--- config.mk ---
export PLATFORM = sky130hd
export DESIGN_NAME = multicycle_control
export DESIGN_NICKNAME = d
export VERILOG_FILES = /design/src/rtl/multicycle_control.sv
export SDC_FILE = /design/constraint.sdc
export NUM_CORES = 1
export LEC_CHECK = 0
export BUFFER_PORTS_ARGS = -buffer_cell sky130_fd_sc_hd__buf_2
export CORE_MARGIN = 3
export CORE_UTILIZATION = 35
export CTS_CLUSTER_SIZE = 12
export DETAILED_ROUTE_END_ITERATION = 16
export PLACE_DENSITY = 0.65
export SYNTH_ARGS = -nofsm -noshare
export SYNTH_HDL_FRONTEND = slang
export SYNTH_SLANG_ARGS = --single-unit
--- constraint.sdc ---
create_clock -name clk -period 1.55 [get_ports clk]
set_input_delay 0 -clock clk [delete_from_list [all_inputs] [get_ports clk]]
set_output_delay 0 -clock clk [all_outputs]
set_load 0.05 [all_outputs]
--- src/rtl/multicycle_control.sv ---
// Multicycle CPU control unit: one state register, with every control output
// decoded combinationally from the state, opcode, ALU zero flag and mem_ready.
module multicycle_control (
    input  logic       clk,
    input  logic       rst_n,
    input  logic [5:0] op,
    input  logic       zero,
    input  logic       mem_ready,
    output logic       mem_req,
    output logic       mem_write,
    output logic       iord,
    output logic       ir_write,
    output logic       reg_dst,
    output logic       mem_to_reg,
    output logic       reg_write,
    output logic       alu_src_a,
    output logic [1:0] alu_src_b,
    output logic [1:0] alu_op,
    output logic [1:0] pc_src,
    output logic       pc_en,
    output logic       illegal_op,
    output logic [3:0] state
);

    typedef enum logic [3:0] {
        FETCH   = 4'd0,
        DECODE  = 4'd1,
        MEMADR  = 4'd2,
        MEMRD   = 4'd3,
        MEMWB   = 4'd4,
        MEMWR   = 4'd5,
        EXECUTE = 4'd6,
        ALUWB   = 4'd7,
        BRANCH  = 4'd8,
        ADDIEX  = 4'd9,
        ADDIWB  = 4'd10,
        JUMP    = 4'd11
    } state_t;

    localparam logic [5:0] OP_LW   = 6'b100011;
    localparam logic [5:0] OP_SW   = 6'b101011;
    localparam logic [5:0] OP_RTYP = 6'b000000;
    localparam logic [5:0] OP_BEQ  = 6'b000100;
    localparam logic [5:0] OP_ADDI = 6'b001000;
    localparam logic [5:0] OP_J    = 6'b000010;

    state_t state_reg;
    state_t state_next;

    assign state = state_reg;

    always_ff @(posedge clk) begin
        if (!rst_n) state_reg <= FETCH;
        else        state_reg <= state_next;
    end

    always_comb begin
        state_next = FETCH;
        mem_req    = 1'b0;
        mem_write  = 1'b0;
        iord       = 1'b0;
        ir_write   = 1'b0;
        reg_dst    = 1'b0;
        mem_to_reg = 1'b0;
        reg_write  = 1'b0;
        alu_src_a  = 1'b0;
        alu_src_b  = 2'b00;
        alu_op     = 2'b00;
        pc_src     = 2'b00;
        pc_en      = 1'b0;
        illegal_op = 1'b0;

        case (state_reg)
            FETCH: begin
                mem_req    = 1'b1;
                alu_src_b  = 2'b01;
                ir_write   = mem_ready;
                pc_en      = mem_ready;
                state_next = mem_ready ? DECODE : FETCH;
            end
            DECODE: begin
                alu_src_b = 2'b11;
                case (op)
                    OP_LW, OP_SW: state_next = MEMADR;
                    OP_RTYP:      state_next = EXECUTE;
                    OP_BEQ:       state_next = BRANCH;
                    OP_ADDI:      state_next = ADDIEX;
                    OP_J:         state_next = JUMP;
                    default: begin
                        illegal_op = 1'b1;
                        state_next = FETCH;
                    end
                endcase
            end
            MEMADR: begin
                alu_src_a  = 1'b1;
                alu_src_b  = 2'b10;
                state_next = (op == OP_LW) ? MEMRD : MEMWR;
            end
            MEMRD: begin
                mem_req    = 1'b1;
                iord       = 1'b1;
                state_next = mem_ready ? MEMWB : MEMRD;
            end
            MEMWB: begin
                reg_write  = 1'b1;
                mem_to_reg = 1'b1;
            end
            MEMWR: begin
                mem_req    = 1'b1;
                mem_write  = 1'b1;
                iord       = 1'b1;
                state_next = mem_ready ? FETCH : MEMWR;
            end
            EXECUTE: begin
                alu_src_a  = 1'b1;
                alu_op     = 2'b10;
                state_next = ALUWB;
            end
            ALUWB: begin
                reg_write = 1'b1;
                reg_dst   = 1'b1;
            end
            BRANCH: begin
                alu_src_a = 1'b1;
                alu_op    = 2'b01;
                pc_src    = 2'b01;
                pc_en     = zero;
            end
            ADDIEX: begin
                alu_src_a  = 1'b1;
                alu_src_b  = 2'b10;
                state_next = ADDIWB;
            end
            ADDIWB: begin
                reg_write = 1'b1;
            end
            JUMP: begin
                pc_src = 2'b10;
                pc_en  = 1'b1;
            end
            default: state_next = FETCH;
        endcase

        // Side-effecting strobes must stay quiet while reset is held, whatever the state.
        if (!rst_n) begin
            mem_req    = 1'b0;
            mem_write  = 1'b0;
            ir_write   = 1'b0;
            reg_write  = 1'b0;
            pc_en      = 1'b0;
            illegal_op = 1'b0;
        end
    end

endmodule

== Word level (Yosys, flattened, before mapping) ==
Index checks and enable logic that the tools add are counted.
Word-level totals
  memories: 0
  word-level logic and storage cells: 52
  memory bits (read-only): 0
  bits in latches: 0
  output and inout bits: 20
  flip-flop bits (word level): 4
  memory bits (writable): 0
Operators by class
  bitwise logic cells: 0
  divide/modulo/power cells: 0
  eq/ne operators: 16
  shifts and indexed selects: 0
  reduce and logical (&&, ||, !) cells: 9
  add/subtract/negate cells: 0
  multiplexer cells: 26
  multipliers: 0
  order comparisons: 0
Operators by type and width (number)
  case mux 4 bit (7 select lines): 1
  case mux 4 bit (5 select lines): 1
  two-way mux 1 bit: 17
  == test 4 x 3 -> 1 bit (second input constant): 4
  == test 4 bit (second input constant): 4
  == test 6 bit (second input constant): 2
  two-way mux 3 bit: 3
  == test 4 x 2 -> 1 bit (second input constant): 2
  case mux 2 bit (2 select lines): 2
  == test 6 x 2 -> 1 bit (second input constant): 1
  == test 6 x 3 -> 1 bit (second input constant): 1
  == test 6 x 4 -> 1 bit (second input constant): 1
  logical NOT 6 bit: 1
  case mux 2 bit (3 select lines): 1
  OR reduction 2 bit: 3
  OR reduction 3 bit: 2
  OR reduction 6 bit: 1
  == test 4 x 1 -> 1 bit (second input constant): 1
  logical NOT 4 bit: 1
  OR reduction 4 bit: 1
  case mux 1 bit (3 select lines): 1

== Longest topological paths before layout ==
  depth after elaboration: 5
  mapped depth: 5
  depth with buffers taken out: 4

== Worst setup path before layout ==
No wires, ideal clock.
  path kind: register to output
  start: register state_reg[1], in the netlist state[1]
  end: output port ir_write
  slack: -1016 ps
  required time: 1550 ps
  buffers on the path: 1
  stages on the path, launching flop included: 4
  arrival: 2566 ps
  cells stage by stage: dfxtp_1 -> buf_2 -> or2_2 -> nor4_1
On the way
  longest elaborated chain between the ends: 3
RTL lines
  start, declared: line 47  | state_t state_reg;
  start signal, assigned: line 54  | else state_reg <= state_next;
  logical NOT 4 bit: line 73  | case (state_reg)
  two-way mux 1 bit: line 73
  two-way mux 1 bit: line 146  | if (!rst_n) begin
  end, declared: line 12  | output logic ir_write,
No other way between the ends.

== Worst setup path after layout ==
  start: register state_reg[1], in the netlist state[1]
  end: output port pc_en
On the way
  longest elaborated chain between the ends: 3
RTL lines
  == test 4 bit / logical NOT 4 bit (equally long branches): line 73
  case mux 1 bit (3 select lines) (*): line 73
  two-way mux 1 bit (*): line 146
  end, declared: line 20  | output logic pc_en,
Every way passes the cells marked *; elsewhere a longest branch is shown, timed or not.

==> summary.md <==
| Metric | Value |
|---|---|
| Critical path data arrival time | 1.49 ns |
| Setup violators final | 0 |
| Rel. slew slack | 0.8321 |
| Area Growth Syn to Fin | 54.53% |
| Max FFs per register | 4 |
| First-pass GRT wire length | 2587 um |
| Crit Path Max Fanout | 7 |
| WL/cell | 12.19 um |
| DP Area | 777.0 um^2 |
| Die Ht | 45.75 um |
| Core footprint | 1383 um^2 |
| GRT Overall Usage | 0.1659 |
| Port buffer count | 29 |
| Synth cell types | 35 |
| Post-layout min period | 1.489 ns |
| RSZ-0062 raised after global routing | no |
| DRC violations left | 0 |
| Vias in the first global route | 609 |
| Gpl congestion | 0.8106 |
| Synth warnings | 0 |
| Via density | 5.537 |
| Cell Rows | 13 |
| Crit start category | flop |
| Fmax | 0.6714 GHz |
| Post-synth EDFFs | 0 |
| Vias | 742 |
| Syn_nets | 96 |
| CTS tree | built |
| Syn Std Cell Area | 553.0 um^2 |
| Ant diodes | 0 |
| Design area | 854.6 um^2 |
| H-tree levels | 1 |
| Ports | 30 |
| Max-cap violation count | 0 |
| Peak VDD IR | 358.5 uV |
| Mapped Cells | 86 |
| Worst-skew pair later-pin latency | 0.23 ns |
| Most common cell after layout, fill and taps aside | buf_2 |
| Pwr/cell area | 465.4 nW/um^2 |
| Gr ovfl total | 0 |
| Cts hold-fix bufs | 0 |
| Number of CTS-inserted buffers | 3 |
| Initial Util | 0.4000 |
| TritonRoute pass-1 iters | 4 |
| Die width | 45.75 um |
| Crit Path Category | flop to output pin |
| Antenna Violating Nets Remaining | 0 |
| Status | finished clean |
| WP data required | 1.55 ns |
| CTS max path bufs | 2 |
| Ys flop type | dfxtp_1 |
| DP HPWL | 1281 um |
| Clk sinks | 4 |
| Clock Pin Slew Worst Setup and Hold Paths | 0.04 ns |
| Reg2Reg Setup Slack | 0.17 ns |
| NumNets Final | 131 |
| Clock Skew | 0.003357 ns |
| Seq cells post-synth | 4 |
| Asr flop ratio synth | 0 |
| Initial antenna violation count | 0 |
| Clock Root Buffer | clkbuf_4 |
| Final Max Slew Viols | 0 |
| Iter 0 DRT Violations | 15 |
| Commonest cells after routing, fill and taps aside | buf_2 (25), nor2_1 (12), nand2_1 (9) |
| Final WS setup | 0.06058 ns |
| Worst-margin pin slew | 0.2497 ns |
| Static Leak | 0.3980 nW |
| Hold Path Class | input port to flop |
| DP Worst Slack | 0.1812 ns |
| Syn avg cell area | 6.431 um^2 |
| Endpoint kind of the worst setup timing path | output pin |
| Final hold vios | 0 |
| Drt total wl | 1634 um |
| Setup TNS | 0 ns |
| Die area | 2093 um^2 |
| Register area share after synthesis | 0.1448 |
| Largest net degree at the start of global routing | 14 |
| Final period util | 0.9609 |
| FILL cells | 134 |
| Share of cells above drive strength 1 | 0.5042 |
==> Yosys cell counts (2+ instances only) <==
master / count / share of area
clkbuf_1: 3 / 0.020
and3_1: 2 / 0.023
buf_2: 2 / 0.018
nor2_1: 15 / 0.10
nor3b_1: 2 / 0.027
nand2_1: 9 / 0.061
dfxtp_1: 4 / 0.14
xor2_1: 3 / 0.048
o31ai_1: 2 / 0.027
inv_1: 3 / 0.020
o21ai_0: 7 / 0.063
nor2b_1: 2 / 0.023
nand2b_1: 2 / 0.023
a21oi_1: 5 / 0.045
nor3_1: 5 / 0.045
==> cell type report <==
type	instances	area [um^2]	area share
Clock buffer	3	22.52	0.02635
Inverter	3	11.26	0.01318
Timing Repair Buffer	36	209.0	0.2445
Sequential cell	4	92.59	0.1083
Tap cell	15	18.77	0.02196
Multi-Input combinational cell	73	500.5	0.5857
==> power by group <==
part           switching, mW  internal, mW  total (mW)  leakage [nW]
registers            0.00560         0.102       0.108        0.0352
clock network         0.0405        0.0865       0.127        0.0138
logic                  0.103        0.0598       0.163         0.349
total                  0.149         0.249       0.398         0.398
==> logic make-up (layout without fill, tap and decap cells) <==
kind of cell              count (synthesis)  after routing  share of synthesized area
AOI/OAI and AO/OA                        23             23                     0.2647
muxes                                     1              1                    0.01810
buffers and inverters                     9             42                    0.07240
DFF                                       4              4                     0.1448
xor gates and xnor gates                  4              4                    0.06336
and+or+nand+nor                          45             45                     0.4366
==> worst max-delay path, cell delays in order (launching register included) <==
cell,delay (ns)
dfxtp_4,0.36
or2_4,0.29
nor3b_2,0.20
a21oi_2,0.06
nor3b_4,0.17
buf_6,0.18
==> worst paths after layout <==
check / start / to / cells after the start
worst min-delay path: op[1] / state[2] / 4
worst max register to register: state[2] / state[2] / 4
worst max-delay path: state[1] / pc_en / 5
worst min register to register: state[0] / state[1] / 2
==> stage by stage <==
stage          instances    util  hold WS [ns]  power (mW)
2_1_floorplan         86       -        0.1676      0.2209
3_3_place_gp         127  0.5620        0.3638      0.2612
3_5_place_dp         127  0.5620        0.3607      0.2623
4_1_cts              130  0.5864        0.1207      0.3982
5_1_grt              134  0.6181        0.1506      0.4247
6_report             134  0.6181        0.1277      0.3977
==> layer usage <==
layer,wire length (um),vias to the layer above,share of wire,GRT usage
met5,0,-,0,0
met4,0,0,0,0.06818
met3,102,0,0.062,0.01186
met2,810,29,0.50,0.2786
met1,721,330,0.44,0.2165
li1,-,383,-,-
==> timing repair <==
item | CTS | global route
pin swaps | 0 | 3
endpoints found under the setup margin | 3 | 5
buffers inserted | 0 | 4
gates resized for setup | 4 | 6
Power figures use the tool's default switching activity.
